**config.mk**
```make
export PLATFORM = sky130hd
export DESIGN_NAME = reverse_dimensions
export DESIGN_NICKNAME = d
export VERILOG_FILES = /design/src/rtl/reverse_dimensions_pkg.sv /design/src/rtl/rd_skid_buffer.sv /design/src/rtl/reverse_dimensions.sv
export SDC_FILE = /design/constraint.sdc
export NUM_CORES = 1
export LEC_CHECK = 0
export BUFFER_PORTS_ARGS = -buffer_cell sky130_fd_sc_hd__buf_2
export CAP_MARGIN = 15
export CORE_AREA = 2 2 46 48
export DETAILED_ROUTE_END_ITERATION = 8
export DIE_AREA = 0 0 48 50
export PLACE_DENSITY = 0.71
export RECOVER_POWER = 25
export REMOVE_ABC_BUFFERS = 1
export SLEW_MARGIN = 0
export SYNTH_ARGS = -nofsm -noshare
export SYNTH_HDL_FRONTEND = slang
export SYNTH_SLANG_ARGS = --single-unit
```
**constraint.sdc**
```tcl
create_clock -name clk -period 1.1 [get_ports clk]
set_input_delay 0.055 -clock clk [delete_from_list [all_inputs] [get_ports clk]]
set_output_delay 0.055 -clock clk [all_outputs]
set_load 0.05 [all_outputs]
```
**src/rtl/reverse_dimensions_pkg.sv**
```systemverilog
`default_nettype none
// ============================================================================
// Module      : reverse_dimensions_pkg
// Description : Default sizes and a reference transpose for reverse_dimensions.
// Revision    : 1.0 - initial release
// ============================================================================
package reverse_dimensions_pkg;

    localparam int RD_D1_DEF     = 2;
    localparam int RD_D2_DEF     = 8;
    localparam int RD_ELEM_W_DEF = 1;
    localparam int RD_MAX_BITS   = 1024;

    // Flat-vector transpose: element (i,j) of a d1 x d2 array moves to (j,i).
    function automatic logic [RD_MAX_BITS-1:0] rd_transpose(
        input logic [RD_MAX_BITS-1:0] src,
        input int                     d1,
        input int                     d2,
        input int                     ew
    );
        logic [RD_MAX_BITS-1:0] dst;
        dst = '0;
        for (int i = 0; i < d1; i++) begin
            for (int j = 0; j < d2; j++) begin
                for (int b = 0; b < ew; b++) begin
                    dst[(j*d1+i)*ew+b] = src[(i*d2+j)*ew+b];
                end
            end
        end
        return dst;
    endfunction

endpackage
`default_nettype wire

```
**src/rtl/rd_skid_buffer.sv**
```systemverilog
`default_nettype none
// ============================================================================
// Module      : rd_skid_buffer
// Description : Generic 2-entry valid/ready buffer with a registered in_ready.
// Revision    : 1.0 - initial release
// ============================================================================
module rd_skid_buffer #(
    parameter int WIDTH = 8
) (
    input  logic             clk,
    input  logic             nrst,
    input  logic [WIDTH-1:0] in_data,
    input  logic             in_valid,
    output logic             in_ready,
    output logic [WIDTH-1:0] out_data,
    output logic             out_valid,
    input  logic             out_ready
);

    logic [1:0][WIDTH-1:0] r_mem;
    logic                  r_wr_ptr;
    logic                  r_rd_ptr;
    logic [1:0]            r_count;
    logic                  r_in_ready;
    logic [1:0]            w_count_nxt;
    logic                  w_push;
    logic                  w_pop;

    assign in_ready  = r_in_ready;
    assign out_valid = (r_count != 2'd0);
    assign out_data  = r_mem[r_rd_ptr];
    assign w_push    = in_valid & r_in_ready;
    assign w_pop     = out_valid & out_ready;

    always_comb begin
        w_count_nxt = r_count;
        case ({w_push, w_pop})
            2'b10:   w_count_nxt = r_count + 2'd1;
            2'b01:   w_count_nxt = r_count - 2'd1;
            default: w_count_nxt = r_count;
        endcase
    end

    // in_ready looks ahead at the next occupancy so it never depends on out_ready.
    always_ff @(posedge clk or negedge nrst) begin
        if (!nrst) begin
            r_mem      <= '0;
            r_wr_ptr   <= 1'b0;
            r_rd_ptr   <= 1'b0;
            r_count    <= 2'd0;
            r_in_ready <= 1'b1;
        end else begin
            if (w_push) begin
                r_mem[r_wr_ptr] <= in_data;
                r_wr_ptr        <= ~r_wr_ptr;
            end
            if (w_pop) begin
                r_rd_ptr <= ~r_rd_ptr;
            end
            r_count    <= w_count_nxt;
            r_in_ready <= (w_count_nxt != 2'd2);
        end
    end

endmodule
`default_nettype wire

```
**src/rtl/reverse_dimensions.sv**
```systemverilog
`default_nettype none
// ============================================================================
// Module      : reverse_dimensions
// Description : Registered transposer of a packed D1 x D2 array behind valid/ready.
//               REVERSE_DIMENSIONS_SKID_EN selects a 2-entry skid buffer stage.
// Revision    : 1.0 - initial release
// ============================================================================
module reverse_dimensions
    import reverse_dimensions_pkg::*;
#(
    parameter int D1_WIDTH = RD_D1_DEF,
    parameter int D2_WIDTH = RD_D2_DEF,
    parameter int ELEM_W   = RD_ELEM_W_DEF
) (
    input  logic                                         clk,
    input  logic                                         nrst,
    input  logic [D1_WIDTH-1:0][D2_WIDTH-1:0][ELEM_W-1:0] in_data,
    input  logic                                         in_valid,
    output logic                                         in_ready,
    output logic [D2_WIDTH-1:0][D1_WIDTH-1:0][ELEM_W-1:0] out_data,
    output logic                                         out_valid,
    input  logic                                         out_ready
);

    localparam int c_WIDTH = D1_WIDTH * D2_WIDTH * ELEM_W;

    logic [D2_WIDTH-1:0][D1_WIDTH-1:0][ELEM_W-1:0] w_xpose;

    generate
        for (genvar gi = 0; gi < D1_WIDTH; gi++) begin : g_d1
            for (genvar gj = 0; gj < D2_WIDTH; gj++) begin : g_d2
                assign w_xpose[gj][gi] = in_data[gi][gj];
            end
        end
    endgenerate

`ifdef REVERSE_DIMENSIONS_SKID_EN
    logic [c_WIDTH-1:0] w_skid_data;

    rd_skid_buffer #(
        .WIDTH(c_WIDTH)
    ) u_skid (
        .clk      (clk),
        .nrst     (nrst),
        .in_data  (w_xpose),
        .in_valid (in_valid),
        .in_ready (in_ready),
        .out_data (w_skid_data),
        .out_valid(out_valid),
        .out_ready(out_ready)
    );

    assign out_data = w_skid_data;
`else
    logic [c_WIDTH-1:0] r_data;
    logic               r_valid;

    assign in_ready  = ~r_valid | out_ready;
    assign out_valid = r_valid;
    assign out_data  = r_data;

    // Data only loads on an accepted word, so idle inputs cause no toggling.
    always_ff @(posedge clk or negedge nrst) begin
        if (!nrst) begin
            r_valid <= 1'b0;
            r_data  <= '0;
        end else begin
            if (in_ready) begin
                r_valid <= in_valid;
            end
            if (in_valid && in_ready) begin
                r_data <= w_xpose;
            end
        end
    end
`endif

endmodule
`default_nettype wire

```
==> flow_metrics.tcl, run 1 <==
set metrics [dict create \
    nets 107 \
    rr_worst_depth 3 \
    start_kind "register" \
    hpwl_um 953 \
    tritoncts "built" \
    wl_met3_um 79 \
    grt_max_degree 18 \
    firstDrtPassIters 2 \
    areaGrowthSynthToFinish_pct 48.2 \
    grt_pass1_vias 447 \
    htreeDepth 1 \
    drcViolationCount 0 \
    cts_root_buf "clkbuf_4" \
    rr_endpoint "out_data[1]$_DFFE_PN0P_" \
    postCtsSetupBuffers 0 \
    maxSlewHeadroom_pct 73.0 \
    violations "negative setup slack" \
    fillers 161 \
    timing.final.ws_setup_ps -16.2 \
    critPathCaptureType "register" \
    peakVddDrop_mv 0.667 \
    synth-seq-area-share_pct 61.2 \
    wl_met1_um 531 \
    portBuffers 37 \
    power_frac_comb_pct 38.6 \
    antenna_cells 0 \
    final_common_cell "buf_2" \
    worst_r2r_startpoint "out_valid$_DFFE_PN0P_" \
    period_needed_ps 1120 \
    finalHoldViolations 0 \
    avgRoutedWirePerCell_um 12.3 \
    die_y_um 50 \
    mostFrequentLayoutCells "buf_2 (35), dfrtp_1 (17), mux2_4 (10)" \
    min_path_type "primary input to register" \
    cp-startpoint "out_valid$_DFFE_PN0P_" \
    leakage_uw 0.000531 \
    rrSetupSlack_ps -20 \
    p_sw_uw 654 \
    core_sq_mm 0.00190 \
    clkLatencyLatePin_ps 270 \
    yosys_warnings 0 \
    max_freq_ghz 0.896 \
    yosys-top-cells-area "dfrtp_1 (61%), mux2_4 (22%), mux2_2 (9.7%), buf_12 (2.9%), nand2b_4 (2.0%)" \
    vias 486 \
    rsz0062_at_grt "true" \
    start_util_pct 36.6 \
    grt_pass1_wl_um 2000 \
    synth.distinct_cells 7 \
    path_clk_slew_ps 90 \
    layout-drive-gt1-share_pct 68.6 \
    syn_area_sq_um 696 \
    critPathRequiredTime_ps 1260 \
    finalClockSkew_ps 1.48 \
    cap_violations 0 \
    cts_made_buffers 3 \
    clockPowerShare_pct 17.7 \
    place_congestion 0.595 \
    vias_per_cell 4.30 \
    grt_usage_pct 11.8 \
    powerDensity_mw_per_mm2 1680 \
    fin_crit_sh_pct 101 \
    synth.avg_cell_area_sq_um 18.8 \
    clock-sinks 17 \
    overflow 0 \
    final_cell_area_sq_mm 0.00103 \
    p_total_uw 1740 \
    rows 16 \
    ys_ff_latch 17 \
    internal_power_uw 1080 \
    drt_wl_total_um 1390 \
    crit_type "register to register" \
    syn_inst 37 \
    swShare_pct 37.7 \
    worst_pin_slew_ps 406 \
    crit_end "out_data[1]$_DFFE_PN0P_" \
    die_x_um 48 \
    top_layer "met4" \
    status "finished, violations left" \
    yosysTopAreaCellShare_pct 61.2 \
    worstPathArrival_ps 1280 \
    clockBufferDepth 2 \
    drt_iter0_drc 1 \
    yosys.area.top_type "dfrtp_1" \
    seqPwrFrac_pct 43.7 \
    route.met2.wl_um 754 \
    setup_viol 7 \
    dpl_cell_area_sq_um 902 \
    slew_viol_final 0 \
    die_area_sq_mm 0.00240 \
    crit_fanout 16 \
    ant_nets 0 \
    antenna_found_initial 0 \
    ios 38 \
]
stage by stage:
stage | utilization [%] | TNS [ps] | cells | worst slack, ps | hold slack, ps
after floorplan | - | -7840 | 36 | -508 | -241
after CTS | 51.6 | -112 | 108 | -23.1 | 0.764
after global routing | 54.2 | -685 | 113 | -68.7 | 3.83
final | 54.2 | -58.3 | 113 | -16.2 | 11.1
after global placement | 47.4 | -338 | 101 | -43.1 | -9.59
after detailed placement | 47.4 | -1000 | 101 | -99.0 | -8.63
power groups by stage:
stage,logic (uW),registers (uW),clock network [uW]
2_1_floorplan,154,1090,0
3_3_place_gp,635,767,0
3_5_place_dp,640,770,0
4_1_cts,662,759,324
5_1_grt,709,775,354
6_report,671,758,307
worst max-delay path, stage by stage, from the launching register on:
cell	delay [ps]
dfrtp_1	400
nand2b_4	90
nand2_8	150
mux2_2	360
synthesized netlist by cell type:
library cell and n:
dfrtp_1 17, or2b_1 1, buf_12 1, nand2b_4 1, mux2_2 6, nand2_4 1
mux2_4 10
final cells by class:
cell class / instances / area [sq um] / area share, %
clock buffers: 4 / 26.3 / 2.55
flip-flops and latches: 17 / 425 / 41.3
multi-input cells: 19 / 259 / 25.1
repair buffers: 46 / 287 / 27.8
well taps: 27 / 33.8 / 3.28
flip-flops by register name, indices dropped and copies added (netlist names):
name / count
out_data: 16
out_valid: 1
cells by family after synthesis:
kind of cell | Yosys count | share of synthesized area, %
AND/OR/NAND/NOR | 3 | 4.68
multiplexers | 16 | 31.3
buffers and inverters | 1 | 2.88
flip-flops | 17 | 61.2
layer usage:
layer  global-route usage [%]  vias to the layer above
met3                     1.83                        2
met5                        0                        -
met1                     13.5                      234
met4                     6.76                        0
met2                     19.6                       23
li1                         -                      227
worst min-delay path by stage:
stage / end / startpoint / cells after the start
global placement: out_data[7]$_DFFE_PN0P_ / nrst / 1
global route: out_data[3]$_DFFE_PN0P_ / in_data[9] / 2
CTS: out_data[15]$_DFFE_PN0P_ / in_data[15] / 2
floorplan: out_data[0]$_DFFE_PN0P_ / nrst / 0
finish: out_data[12]$_DFFE_PN0P_ / in_data[6] / 2
detailed placement: out_data[9]$_DFFE_PN0P_ / nrst / 1
repair_timing:
item,4_1_cts,5_1_grt
pin swaps,1,0
setup endpoints to repair,17,17
resized for setup,5,0
hold buffers,3,5
endpoints found under the hold margin,19,5
Power figures use the tool's default switching activity.
==> run 2: changes to the inputs <==
--- a/config.mk
+++ b/config.mk
@@ -8,8 +8,8 @@
 export BUFFER_PORTS_ARGS = -buffer_cell sky130_fd_sc_hd__buf_2
 export CAP_MARGIN = 15
-export CORE_AREA = 2 2 46 48
+export CORE_AREA = 2 2 44 46
 export DETAILED_ROUTE_END_ITERATION = 8
-export DIE_AREA = 0 0 48 50
-export PLACE_DENSITY = 0.71
+export DIE_AREA = 0 0 46 48
+export PLACE_DENSITY = 0.74
 export RECOVER_POWER = 25
 export REMOVE_ABC_BUFFERS = 1
==> constraint.sdc (replaced) <==
create_clock -name clk -period 1.05 [get_ports clk]
set_input_delay 0.0525 -clock clk [delete_from_list [all_inputs] [get_ports clk]]
set_output_delay 0.0525 -clock clk [all_outputs]
set_load 0.02 [all_outputs]
==> run 2 against run 1 <==
The flow still finishes with violations (negative setup slack). Power down 5.9%. Clock power is 11% higher. Global-route usage rose by 2.4 points. Via count is 4.7% higher. Critical path type unchanged. Largest power group unchanged.
==> flow_metrics.tcl, run 2 (synthesized netlist as in run 1, its figures left out) <==
set metrics [dict create \
    grt_usage_pct 14.2 \
    grt_pass1_vias 480 \
    antenna_found_initial 0 \
    postCtsSetupBuffers 0 \
    grt_pass1_wl_um 2130 \
    grt_max_degree 18 \
    ant_nets 0 \
    clockPowerShare_pct 20.8 \
    seqPwrFrac_pct 48.9 \
    start_kind "register" \
    min_path_type "primary input to register" \
    core_sq_mm 0.00169 \
    rsz0062_at_grt "true" \
    finalHoldViolations 0 \
    violations "negative setup slack" \
    path_clk_slew_ps 100 \
    largest_reg_flops 16 \
    vias_per_cell 4.54 \
    clkLatencyLatePin_ps 290 \
    worst_pin_slew_ps 406 \
    hold_end "out_valid$_DFFE_PN0P_" \
    crit_type "register to register" \
    rows 15 \
    firstDrtPassIters 1 \
    hpwl_um 936 \
    p_sw_uw 488 \
    setup_tns_ps -551 \
    worst_r2r_startpoint "out_valid$_DFFE_PN0P_" \
    max_freq_ghz 0.905 \
    cp_slowest_stage_delay_ps 400 \
    fin_crit_sh_pct 105 \
    clock-sinks 17 \
    layout-drive-gt1-share_pct 63.2 \
    critPathCaptureType "register" \
    post-route-util_pct 65.3 \
    htreeDepth 1 \
    final_cell_area_sq_mm 0.00110 \
    period_needed_ps 1110 \
    leakage_uw 0.000569 \
    cp_cell_sequence "nand2b_4 -> nand2_8 -> mux2_2" \
    areaGrowthSynthToFinish_pct 58.5 \
    worst_path_max_delay_cell "dfrtp_1" \
    mostFrequentLayoutCells "buf_2 (35), dlygate4sd3_1 (17), dfrtp_1 (17)" \
    powerDensity_mw_per_mm2 1480 \
    die_x_um 46 \
    nets 116 \
    tritoncts "built" \
    maxSlewHeadroom_pct 73.0 \
    drcViolationCount 0 \
    slew_viol_final 0 \
    min-delay-start "in_valid" \
    die_area_sq_mm 0.00221 \
    cap_violations 0 \
    portBuffers 37 \
    swShare_pct 29.8 \
    hold_depth 2 \
    peakVddDrop_mv 1.24 \
    drt_iter0_drc 0 \
    drt_wl_total_um 1420 \
    cts_root_buf "clkbuf_4" \
    overflow 0 \
    final_cells 112 \
    rr_endpoint "out_data[14]$_DFFE_PN0P_" \
    ios 38 \
    vias 509 \
    status "finished, violations left" \
    clockBufferDepth 2 \
    finalClockSkew_ps 8.00 \
    rr_worst_depth 3 \
    avgRoutedWirePerCell_um 12.7 \
    internal_power_uw 1150 \
    cts_made_buffers 3 \
    dp_slack_ps -125 \
    critPathRequiredTime_ps 1220 \
    crit_fanout 16 \
    dpl_cell_area_sq_um 890 \
    setup_viol 17 \
    place_congestion 0.697 \
    antenna_cells 0 \
    place_inst 91 \
    start_util_pct 41.2 \
    die_y_um 48 \
    timing.final.ws_setup_ps -55.1 \
    power_frac_comb_pct 30.4 \
    worstPathArrival_ps 1280 \
    rrSetupSlack_ps -60 \
    final_common_cell "buf_2" \
]
==> run 2: cell count changes in the layout (fill, tap and decap cells not counted) <==
cell,change
clkbuf_1,-1
clkinv_2,+1
buf_8,-1
dlygate4sd3_1,+9
buf_4,+1
==> run 2: timing repair <==
action | 4_1_cts | 5_1_grt
resized for setup | 3 | 0
setup endpoints to repair | 17 | 17
hold buffers | 16 | 1
pin swaps | 1 | 0
endpoints found under the hold margin | 32 | 1
==> run 2: through the flow <==
step | power [uW] | hold slack [ps]
after CTS | 1650 | 1.08
after global routing | 1720 | 37.3
after global placement | 1240 | -15.3
after floorplan | 1080 | -243
after detailed placement | 1250 | -12.9
final | 1630 | 35.9
==> run 2: critical path, delay by kind of cell (launching register included) <==
| family | cells | cell delay, ps |
|---|---|---|
| flip-flops | 1 | 400 |
| multiplexers | 1 | 350 |
| AND/OR/NAND/NOR | 2 | 240 |
==> run 2: area by class of cell <==
class                      instances  area (sq um)
timing repair buffer              55           369
clock buffer                       3          22.5
multi-input combinational         19           259
fill                             137           587
tap                               17          21.3
clock inverter                     1          5.00
sequential                        17           425
==> run 2: power by group through the flow <==
stage                     Clock (uW)  Combinational, uW  Sequential, uW
after floorplan                    0                154             926
after global placement             0                435             807
after detailed placement           0                442             810
after CTS                        353                497             798
after global routing             380                532             808
final                            340                496             798
==> run 2: worst max path at each step <==
stage,cells after the start,end,start
floorplan,3,out_data[0]$_DFFE_PN0P_,out_valid$_DFFE_PN0P_
finish,3,out_data[14]$_DFFE_PN0P_,out_valid$_DFFE_PN0P_
global route,3,out_data[14]$_DFFE_PN0P_,out_valid$_DFFE_PN0P_
global placement,3,out_data[0]$_DFFE_PN0P_,out_valid$_DFFE_PN0P_
CTS,3,out_data[1]$_DFFE_PN0P_,out_valid$_DFFE_PN0P_
detailed placement,3,out_data[13]$_DFFE_PN0P_,out_valid$_DFFE_PN0P_
==> run 2: layer usage <==
| metal | GRT usage (%) | vias up | wire [um] |
|---|---|---|---|
| li1 | - | 243 | - |
| met1 | 17.3 | 235 | 609 |
| met2 | 22.8 | 31 | 687 |
| met3 | 6.79 | 0 | 126 |
| met4 | 3.43 | 0 | 0 |
| met5 | 0 | - | 0 |
==> run 3: changes to the inputs <==
Settings changed: CORE_AREA 2 2 44 46 to 3 3 45 47, DIE_AREA 0 0 46 48 to 0 0 48 50, SYNTH_HIERARCHICAL set to 1.
==> run 3 against run 2 <==
The flow still finishes with violations (negative setup slack). Setup slack better by 8.4 ps. Sequential power hardly changed. Clock-buffer cell count is 1 higher. Largest power group unchanged. Sequential share of layout area is 1.9 points higher. Non-clock buffer count is 5 lower. Core utilization is 3.0 points lower. Cell count is 4.5% lower. Die area is 8.7% higher. Via count is 2.4% lower. Critical path depth stayed put.
==> flow_metrics.tcl, run 3 <==
set metrics [dict create \
    synth.avg_cell_area_sq_um 18.8 \
    leakage_uw 0.000545 \
    maxSlewHeadroom_pct 73.0 \
    setup_viol 17 \
    place_inst 91 \
    avgRoutedWirePerCell_um 12.9 \
    worst-path-buf-inv 0 \
    portBuffers 37 \
    start_util_pct 41.2 \
    die_y_um 50 \
    worstPathArrival_ps 1260 \
    fin_crit_sh_pct 104 \
    rr_endpoint "out_data[0]$_DFFE_PN0P_" \
    critPathTopFamily "flip-flops" \
    rr_worst_depth 3 \
    rsz0062_at_grt "true" \
    rrSetupSlack_ps -50 \
    final_common_cell "buf_2" \
    clkLatencyLatePin_ps 270 \
    slew_viol_final 0 \
    yosys-top-cells-area "dfrtp_1 (61%), mux2_4 (22%), mux2_2 (9.7%), buf_12 (2.9%), nand2b_4 (2.0%)" \
    synth.distinct_cells 7 \
    grt_usage_pct 12.2 \
    mostFrequentLayoutCells "buf_2 (35), dfrtp_1 (17), dlygate4sd3_1 (12)" \
    grt_pass1_wl_um 2060 \
    crit_fanout 16 \
    worst_pin_slew_ps 405 \
    final_cells 107 \
    core_sq_mm 0.00169 \
    min-delay-start "in_data[6]" \
    max_freq_ghz 0.912 \
    violations "negative setup slack" \
    layout-drive-gt1-share_pct 65.6 \
    hold_depth 2 \
    grt_pass1_vias 462 \
    cap_violations 0 \
    dp_slack_ps -125 \
    synth_edf_count 0 \
    vias_per_cell 4.64 \
    worst_path_max_delay_cell "dfrtp_1" \
    start_kind "register" \
    timing.final.ws_setup_ps -46.7 \
    synth.top_cells.by_count "dfrtp_1 (17), mux2_4 (10), mux2_2 (6)" \
    htreeDepth 1 \
    synth-seq-area-share_pct 61.2 \
    cts_root_buf "clkbuf_4" \
    firstDrtPassIters 3 \
    yosysTopAreaCellShare_pct 61.2 \
    cp-startpoint "out_valid$_DFFE_PN0P_" \
    status "finished, violations left" \
    overflow 0 \
    drcViolationCount 0 \
    synthMostInstantiatedCell "dfrtp_1" \
    post-route-util_pct 62.2 \
    syn_area_sq_um 696 \
    hpwl_um 978 \
    path_clk_slew_ps 80 \
    clock-sinks 17 \
    die_area_sq_mm 0.00240 \
    antenna_cells 0 \
    postCtsSetupBuffers 0 \
    clockBufferDepth 2 \
    synthArstFlopShare_pct 100 \
    worst_r2r_startpoint "out_valid$_DFFE_PN0P_" \
    crit_type "register to register" \
    yosys.area.top_type "dfrtp_1" \
    ant_nets 0 \
    syn_inst 37 \
    synth_flop_cell "dfrtp_1" \
    period_needed_ps 1100 \
    finalHoldViolations 0 \
    peakVddDrop_mv 1.06 \
    critPathCaptureType "register" \
    die_x_um 48 \
    cp_cell_sequence "nand2b_4 -> nand2_8 -> mux2_2" \
    cts_made_buffers 3 \
    tritoncts "built" \
    antenna_found_initial 0 \
    finalClockSkew_ps 0.449 \
    hold_end "out_data[12]$_DFFE_PN0P_" \
    yosys_warnings 6 \
    powerDensity_mw_per_mm2 1520 \
    ios 38 \
    vias 497 \
    place_congestion 0.666 \
    setup_tns_ps -420 \
    rows 15 \
    grt_max_degree 18 \
    ys_ff_latch 17 \
    areaGrowthSynthToFinish_pct 51.1 \
    critPathRequiredTime_ps 1220 \
    cp_slowest_stage_delay_ps 390 \
    largest_reg_flops 16 \
    min_path_type "primary input to register" \
    drt_iter0_drc 7 \
    drt_wl_total_um 1380 \
    nets 111 \
]
## run 3: cell counts after synthesis
Identical to the previous run, type by type.
## run 3: routing by layer
layer / track usage (%) / part of all wire [%]
met4: 2.69 / 0.58
met1: 15.8 / 41
met5: 0 / 0
met2: 17.4 / 50
met3: 6.93 / 8.4
## run 3: what timing repair did
item                       in CTS  in global routing
hold endpoints to repair       25                  3
hold buffers                    9                  3
pin swaps                       1                  0
gates resized for setup         3                  0
setup endpoints to repair      17                 17
## run 3: metrics by stage
step	hold WS (ps)	power (uW)	cell area, sq um
floorplan	-243	1080	676
detailed placement	-15.1	1250	890
finish	3.32	1600	1050
global placement	-10.4	1240	890
CTS	0.174	1620	1020
global route	0.905	1700	1050
## run 3: worst reg2reg max path, cell delays in order (launching register included)
cell	delay [ps]
dfrtp_1	390
nand2b_4	90
nand2_8	150
mux2_2	360
## run 3: report_power, final
| group | internal (uW) | total, uW | switching [uW] |
|---|---|---|---|
| Sequential | 748 | 797 | 49.3 |
| Clock | 147 | 322 | 174 |
| Combinational | 245 | 481 | 236 |
## run 3: kinds of logic (layout without fill, tap and decap cells)
logic type	after synthesis	after routing	synth area share [%]
flops	17	17	61.2
buf+inv	1	54	2.88
simple gates	3	3	4.68
mux	16	16	31.3
## run 3: layout make-up
type / instances / area [sq um]
fill: 127 / 638
sequential: 17 / 425
timing repair buffer: 50 / 319
multi-input combinational: 19 / 259
clock buffer: 4 / 26.3
tap: 17 / 21.3
## run 3: how the worst max path moves through the flow
stage | endpoint | slack [ps] | depth (start not counted)
after floorplan | out_data[0]$_DFFE_PN0P_ | -240 | 3
after global placement | out_data[12]$_DFFE_PN0P_ | -90 | 3
after detailed placement | out_data[0]$_DFFE_PN0P_ | -120 | 3
after CTS | out_data[0]$_DFFE_PN0P_ | -60 | 3
after global routing | out_data[0]$_DFFE_PN0P_ | -100 | 3
final | out_data[0]$_DFFE_PN0P_ | -50 | 3
